$ cat src/rtl/wb_crypto_bridge_pkg.sv
// Shared types and constants for the Wishbone-to-crypto-core bridge.
package wb_crypto_bridge_pkg;

    localparam int unsigned CoreIdxW   = 3;
    localparam int unsigned LatCntW    = 2;
    localparam int unsigned MinCores   = 1;
    localparam int unsigned MaxCores   = 8;
    localparam int unsigned MinReadLat = 1;
    localparam int unsigned MaxReadLat = 4;

    typedef enum logic [2:0] {
        StIdle,
        StRd,
        StRwait,
        StWr,
        StAck
    } state_e;

endpackage

$ cat src/rtl/wb_byte_merge.sv
// Byte-lane merge: each lane takes the new word where its select bit is set,
// otherwise keeps the old word.
module wb_byte_merge (
    input  logic [31:0] i_old_word,
    input  logic [31:0] i_new_word,
    input  logic [3:0]  i_sel,
    output logic [31:0] o_merged
);

    always_comb begin
        o_merged = i_old_word;
        for (int i = 0; i < 4; i++) begin
            if (i_sel[i]) begin
                o_merged[8*i +: 8] = i_new_word[8*i +: 8];
            end
        end
    end

endmodule

$ cat src/rtl/wb_crypto_bridge.sv
// Wishbone classic slave bridge to NUM_CORES register-mapped crypto cores.
// Define WB_CRYPTO_BRIDGE_ERR_EN to answer unmapped core indices with wbs_err_o.
module wb_crypto_bridge
    import wb_crypto_bridge_pkg::*;
#(
    parameter int unsigned NUM_CORES = 2,
    parameter int unsigned ADDR_W    = 8,
    parameter int unsigned ADDR_LSB  = 2,
    parameter int unsigned READ_LAT  = 1
) (
    input  logic                    wb_clk_i,
    input  logic                    wb_rst_i,
    input  logic                    wbs_stb_i,
    input  logic                    wbs_cyc_i,
    input  logic                    wbs_we_i,
    input  logic [3:0]              wbs_sel_i,
    input  logic [31:0]             wbs_adr_i,
    input  logic [31:0]             wbs_dat_i,
    output logic                    wbs_ack_o,
    output logic [31:0]             wbs_dat_o,
    output logic                    wbs_err_o,
    output logic [NUM_CORES-1:0]    core_cs_o,
    output logic                    core_we_o,
    output logic [ADDR_W-1:0]       core_addr_o,
    output logic [31:0]             core_wdata_o,
    input  logic [32*NUM_CORES-1:0] core_rdata_i
);

    localparam int unsigned IdxLsb = ADDR_LSB + ADDR_W;

    if (NUM_CORES < MinCores || NUM_CORES > MaxCores) begin : g_bad_num_cores
        $error("wb_crypto_bridge: NUM_CORES out of range");
    end
    if (READ_LAT < MinReadLat || READ_LAT > MaxReadLat) begin : g_bad_read_lat
        $error("wb_crypto_bridge: READ_LAT out of range");
    end
    if (IdxLsb + CoreIdxW > 32) begin : g_bad_addr_map
        $error("wb_crypto_bridge: core index field exceeds wbs_adr_i");
    end

    state_e                 r_state;
    state_e                 w_state_next;
    logic [ADDR_W-1:0]      r_addr;
    logic [31:0]            r_wdata;
    logic [31:0]            r_rdata;
    logic                   r_we;
    logic                   r_core_we;
    logic [3:0]             r_sel;
    logic [CoreIdxW-1:0]    r_idx;
    logic [LatCntW-1:0]     r_cnt;

    logic                   w_req;
    logic [CoreIdxW-1:0]    w_req_idx;
    logic [ADDR_W-1:0]      w_req_addr;
    logic                   w_req_mapped;
    logic                   w_full_wr;
    logic                   w_null_wr;
    logic [31:0]            w_core_rdata;
    logic [31:0]            w_merged;
    logic [NUM_CORES-1:0]   w_cs_hot;
    logic                   w_unused_adr;

    assign w_req        = wbs_cyc_i & wbs_stb_i;
    assign w_req_idx    = wbs_adr_i[IdxLsb +: CoreIdxW];
    assign w_req_addr   = wbs_adr_i[ADDR_LSB +: ADDR_W];
    assign w_req_mapped = (32'(w_req_idx) < NUM_CORES);
    assign w_full_wr    = wbs_we_i & (wbs_sel_i == 4'hF);
    assign w_null_wr    = wbs_we_i & (wbs_sel_i == 4'h0);
    assign w_unused_adr = ^wbs_adr_i;

    always_comb begin
        w_core_rdata = '0;
        w_cs_hot     = '0;
        for (int k = 0; k < NUM_CORES; k++) begin
            if (r_idx == CoreIdxW'(k)) begin
                w_core_rdata = core_rdata_i[32*k +: 32];
                w_cs_hot[k]  = 1'b1;
            end
        end
    end

    wb_byte_merge u_merge (
        .i_old_word (w_core_rdata),
        .i_new_word (r_wdata),
        .i_sel      (r_sel),
        .o_merged   (w_merged)
    );

    always_comb begin
        w_state_next = r_state;
        unique case (r_state)
            StIdle: begin
                if (w_req) begin
                    if (!w_req_mapped || w_null_wr) begin
                        w_state_next = StAck;
                    end else if (w_full_wr) begin
                        w_state_next = StWr;
                    end else begin
                        w_state_next = StRd;
                    end
                end
            end
            StRd:    w_state_next = wbs_cyc_i ? StRwait : StIdle;
            StRwait: begin
                if (!wbs_cyc_i) begin
                    w_state_next = StIdle;
                end else if (r_cnt == '0) begin
                    w_state_next = r_we ? StWr : StAck;
                end
            end
            StWr:    w_state_next = wbs_cyc_i ? StAck : StIdle;
            StAck:   w_state_next = StIdle;
            default: w_state_next = StIdle;
        endcase
    end

`ifdef WB_CRYPTO_BRIDGE_ERR_EN
    logic r_unmapped;

    always_ff @(posedge wb_clk_i) begin
        if (wb_rst_i) begin
            r_unmapped <= 1'b0;
        end else if (r_state == StIdle && w_req) begin
            r_unmapped <= ~w_req_mapped;
        end
    end

    assign wbs_ack_o = (r_state == StAck) & ~r_unmapped;
    assign wbs_err_o = (r_state == StAck) &  r_unmapped;
`else
    assign wbs_ack_o = (r_state == StAck);
    assign wbs_err_o = 1'b0;
`endif

    always_ff @(posedge wb_clk_i) begin
        if (wb_rst_i) begin
            r_state   <= StIdle;
            r_addr    <= '0;
            r_wdata   <= '0;
            r_rdata   <= '0;
            r_we      <= 1'b0;
            r_core_we <= 1'b0;
            r_sel     <= '0;
            r_idx     <= '0;
            r_cnt     <= '0;
        end else begin
            r_state <= w_state_next;
            case (r_state)
                StIdle: begin
                    if (w_req) begin
                        r_addr    <= w_req_addr;
                        r_wdata   <= wbs_dat_i;
                        r_we      <= wbs_we_i;
                        r_core_we <= w_full_wr;
                        r_sel     <= wbs_sel_i;
                        r_idx     <= w_req_idx;
                        // Unmapped and sel=0 transfers answer with this zero.
                        r_rdata   <= '0;
                    end
                end
                StRd: begin
                    if (wbs_cyc_i) begin
                        r_cnt <= LatCntW'(READ_LAT - 1);
                    end
                end
                StRwait: begin
                    if (wbs_cyc_i) begin
                        if (r_cnt == '0) begin
                            r_rdata   <= w_core_rdata;
                            r_core_we <= r_we;
                            if (r_we) begin
                                r_wdata <= w_merged;
                            end
                        end else begin
                            r_cnt <= r_cnt - 1'b1;
                        end
                    end
                end
                default: ;
            endcase
        end
    end

    // Gated by cyc so an abort in RD/WR suppresses the access in the same cycle.
    assign core_cs_o    = (((r_state == StRd) || (r_state == StWr)) && wbs_cyc_i) ?
                          w_cs_hot : '0;
    assign core_we_o    = r_core_we;
    assign core_addr_o  = r_addr;
    assign core_wdata_o = r_wdata;
    assign wbs_dat_o    = (wbs_ack_o && !r_we) ? r_rdata : '0;

endmodule

$ cat config.mk
export PLATFORM = sky130hd
export DESIGN_NAME = wb_crypto_bridge
export DESIGN_NICKNAME = d
export VERILOG_FILES = /design/src/rtl/wb_crypto_bridge_pkg.sv /design/src/rtl/wb_byte_merge.sv /design/src/rtl/wb_crypto_bridge.sv
export SDC_FILE = /design/constraint.sdc
export NUM_CORES = 1
export LEC_CHECK = 0
export ABC_AREA = 1
export CAP_MARGIN = 20
export CORE_ASPECT_RATIO = 1.75
export CORE_MARGIN = 2
export CORE_UTILIZATION = 44
export DETAILED_ROUTE_END_ITERATION = 10
export DONT_BUFFER_PORTS = 1
export PLACE_DENSITY = 0.69
export SYNTH_ARGS = -nofsm -noshare
export SYNTH_HDL_FRONTEND = slang
export SYNTH_SLANG_ARGS = --single-unit
$ cat constraint.sdc
create_clock -name wb_clk_i -period 2.99 [get_ports wb_clk_i]
set_input_delay 0.598 -clock wb_clk_i [delete_from_list [all_inputs] [get_ports wb_clk_i]]
set_output_delay 0.598 -clock wb_clk_i [all_outputs]
set_load 0.02 [all_outputs]
==> summary.txt <==
status - finished clean
post-synthesis cell area - 0.004526 mm^2
root buffer cell - clkbuf_16
Worst R2R Setup Slack - 0.98 ns
Cell Int Power - 2021 uW
worst slew pin tran - 0.5895 ns
cells along the critical path - inv_2 -> nor3_1 -> nand2_1 -> buf_4 -> nor2_1 -> buf_4
first-pass GRT wire length - 20.21 mm
Rows - 49
Slew Limit Fails - 0
WS Path Type - reg2out
Slew Limit Headroom - 60.70%
post-CTS setup buffers - 0
power share of the sequential group - 47.9%
die area - 0.01114 mm^2
distinct cell type count after synthesis - 25
Clock Power Share - 33.2%
total grt overflow - 0
Area contributors post-synth - dfxtp_1 38%, nand2_1 23%, nor2_1 11%
layout cells sized above 1 - 9.690%
PD cells - 586.4 mW/mm^2
Total GRT Usage - 23.58%
Layout Utilization - 49.85%
ANT nets after route - 0
TritonCTS clock tree - done
largest area contributor in the netlist - dfxtp_1
clk_skew - 0.006032 ns
# port buffers - 0
Critical R2R Launch - r_state[1]
Net Sw Power - 954.2 uW
final worst-path cycle share - 79.51%
post-DP HPWL - 10.17 mm
cell depth of the worst setup path - 6
MaxCap Viol Count - 0
largest family of logic cells by synthesized area - simple AND/OR/NAND/NOR gates
WL/cell - 14.99 um
Core Region - 0.01018 mm^2
mux contribution to synthesized area - 0%
#FFs+latches synth - 86
Req. time, crit path - 2.39 ns
Worst R2R End - r_rdata[26]
Mapped Cells - 757
Area Overhead vs Synth - 12.11%
most frequent cells after synthesis - 274 x nand2_1, 136 x nor2_1, 86 x dfxtp_1
post_cts resized - 0
via count - 4640
Synth Area in Compound Gates - 12.33%
Tmin final - 2.377 ns
Top Family by Delay on Critical Path - simple AND/OR/NAND/NOR gates
combinational share of power - 18.9%
count leader, synth - nand2_1
worst skew pair latency - 0.33 ns
cts hold-fix bufs - 0
critical path's slowest cell - dfxtp_1
endpoints failing setup - 0
Crit Path Max Fanout - 32
nets - 909
XOR/XNOR Fraction of Synth Area - 0%
IO Count - 214
depth of the CTS H-tree - 3
worst r2r path cells - 7
FFs w/ async S/R, synth - 0%
Mapped Nets - 895
Initial DRC Count - 190
Seq/Total Area, Yosys - 38.04%
Num CTS Buffers - 9
diode count - 0
drt drc - 0
Hold WC Path Type - in2reg
synthesized area per cell - 5.978 um^2
CTS sink cnt - 86
adder-cell share of the synthesized area - 0.2765%
Final GP Congestion - 0.9266
fill count - 1097
Worst setup SP type - flip-flop
Simple-Gate Fraction of Synth Area - 37.74%
most frequent CP cell - buf_4
Initial Util - 44.47%
fmax - 0.4207 GHz
Worst setup startpoint - r_state[2]
CP endpoint - wbs_dat_o[20]
Die H - 138.2 um
warnings from Yosys - 0
TritonRoute pass-1 iters - 6
LEAKAGE - 0.002502 uW
VDD IR max - 0.3152 mV
vias per cell - 5.150
CP Capture Type - primary output
vias in the first global route - 4228
number of synthesized flops with an enable pin - 0
initial antenna violation count - 0
post-route setup TNS - 0 ns
final hold vios - 0
max incr delay on CP - 0.38 ns
Final Worst Setup Slack - 0.6128 ns
Critical Path AT - 1.78 ns
CP bufs+invs - 3
share of the synthesized area in the top cell type - 38.04%
Post-Place Worst Slack - 1.002 ns
Reg clk slew, reported paths - 0.06 ns
WL final - 13.50 mm
unrepaired setup endpoints after global routing - no
sw frac - 32.07%
largest net degree at the start of global routing - 62
Most used DFF post-synth - dfxtp_1
Die W - 80.67 um
CTS Buffer Depth - 2
-- flip-flops by register name, indices dropped and copies added (netlist names) --
signal and flops:
r_rdata 32, core_we_o 1, core_addr_o 8, r_we 1, r_cnt 2, core_wdata_o 32, r_state 3, r_sel 4
r_idx 3
-- through the flow --
stage | area (um^2) | std cells | power, uW | hold slack, ns
2_1_floorplan | 4526 | 757 | 1873 | 0.4207
3_3_place_gp | 4817 | 887 | 1998 | 0.4341
5_1_grt | 5074 | 901 | 3142 | 0.3119
6_report | 5074 | 901 | 2975 | 0.3295
3_5_place_dp | 4817 | 887 | 2015 | 0.4392
4_1_cts | 5074 | 901 | 3010 | 0.3166
-- cell usage in the layout, fill, tap and decap left out --
cell | synthesis | final
a21oi_1 | 52 | 52
buf_4 | 5 | 43
clkbuf_1 | 23 | 2
clkbuf_16 | 0 | 9
clkbuf_8 | 0 | 1
clkinv_2 | 0 | 2
conb_1 | 1 | 1
dfxtp_1 | 86 | 86
ha_1 | 1 | 1
inv_1 | 80 | 79
inv_2 | 5 | 6
nand2_1 | 274 | 274
nand2_2 | 4 | 4
nand2_4 | 3 | 3
nand3_1 | 5 | 5
nand4_1 | 1 | 1
nor2_1 | 136 | 136
nor2_2 | 2 | 2
nor2_4 | 2 | 2
nor3_1 | 1 | 1
nor3_4 | 0 | 2
nor4_1 | 2 | 2
o211ai_1 | 1 | 1
o21ai_0 | 55 | 55
o21ai_1 | 3 | 3
or2_2 | 1 | 1
-- layer usage --
| layer | routed length (um) | up-vias | global-route usage [%] |
|---|---|---|---|
| met5 | 0 | - | 0 |
| met4 | 586 | 0 | 12.58 |
| met3 | 946 | 34 | 4.765 |
| met2 | 7273 | 222 | 43.86 |
| met1 | 4697 | 2069 | 23.54 |
| li1 | - | 2315 | - |
-- worst reg2reg max path, delay by kind of cell (launching register included) --
kind	cells	cell delay (ns)
flops	1	0.46
simple gates	4	0.72
buf+inv	2	0.54
compound gates	1	0.16
-- power by group through the flow --
stage | sequential [uW] | clock, uW | combinational (uW)
2_1_floorplan | 1420 | 0 | 449
3_3_place_gp | 1450 | 0 | 552
3_5_place_dp | 1450 | 0 | 566
4_1_cts | 1430 | 1020 | 568
5_1_grt | 1440 | 1060 | 646
6_report | 1430 | 987 | 562
-- layout make-up --
cell class                      count  area (um^2)  share of cell area (%)
Multi-Input combinational cell    546         2295                   45.23
Inverter                           85        319.1                   6.289
Timing Repair Buffer               43        322.8                   6.363
Clock buffer                       12        246.5                   4.858
Sequential cell                    86         1722                   33.93
Tap cell                          127        158.9                   3.132
Clock inverter                      2        10.01                  0.1973
-- cells by family (layout without fill, tap and decap cells) --
kind of cell / count (synthesis) / in the layout
compound gates: 111 / 111
fa+ha+maj: 1 / 1
buf+inv: 125 / 142
flops: 86 / 86
other cells: 1 / 1
simple gates: 433 / 433
-- worst min path at each step --
stage,cells after the start,to,slack [ns],from
5_1_grt,1,r_state[0],0.31,wb_rst_i
2_1_floorplan,2,r_sel[0],0.42,r_sel[0]
6_report,1,r_state[1],0.33,wb_rst_i
4_1_cts,1,r_state[1],0.32,wb_rst_i
3_5_place_dp,2,r_rdata[13],0.44,r_rdata[13]
3_3_place_gp,2,r_sel[0],0.43,r_sel[0]
(Power assumes the default switching activity.)
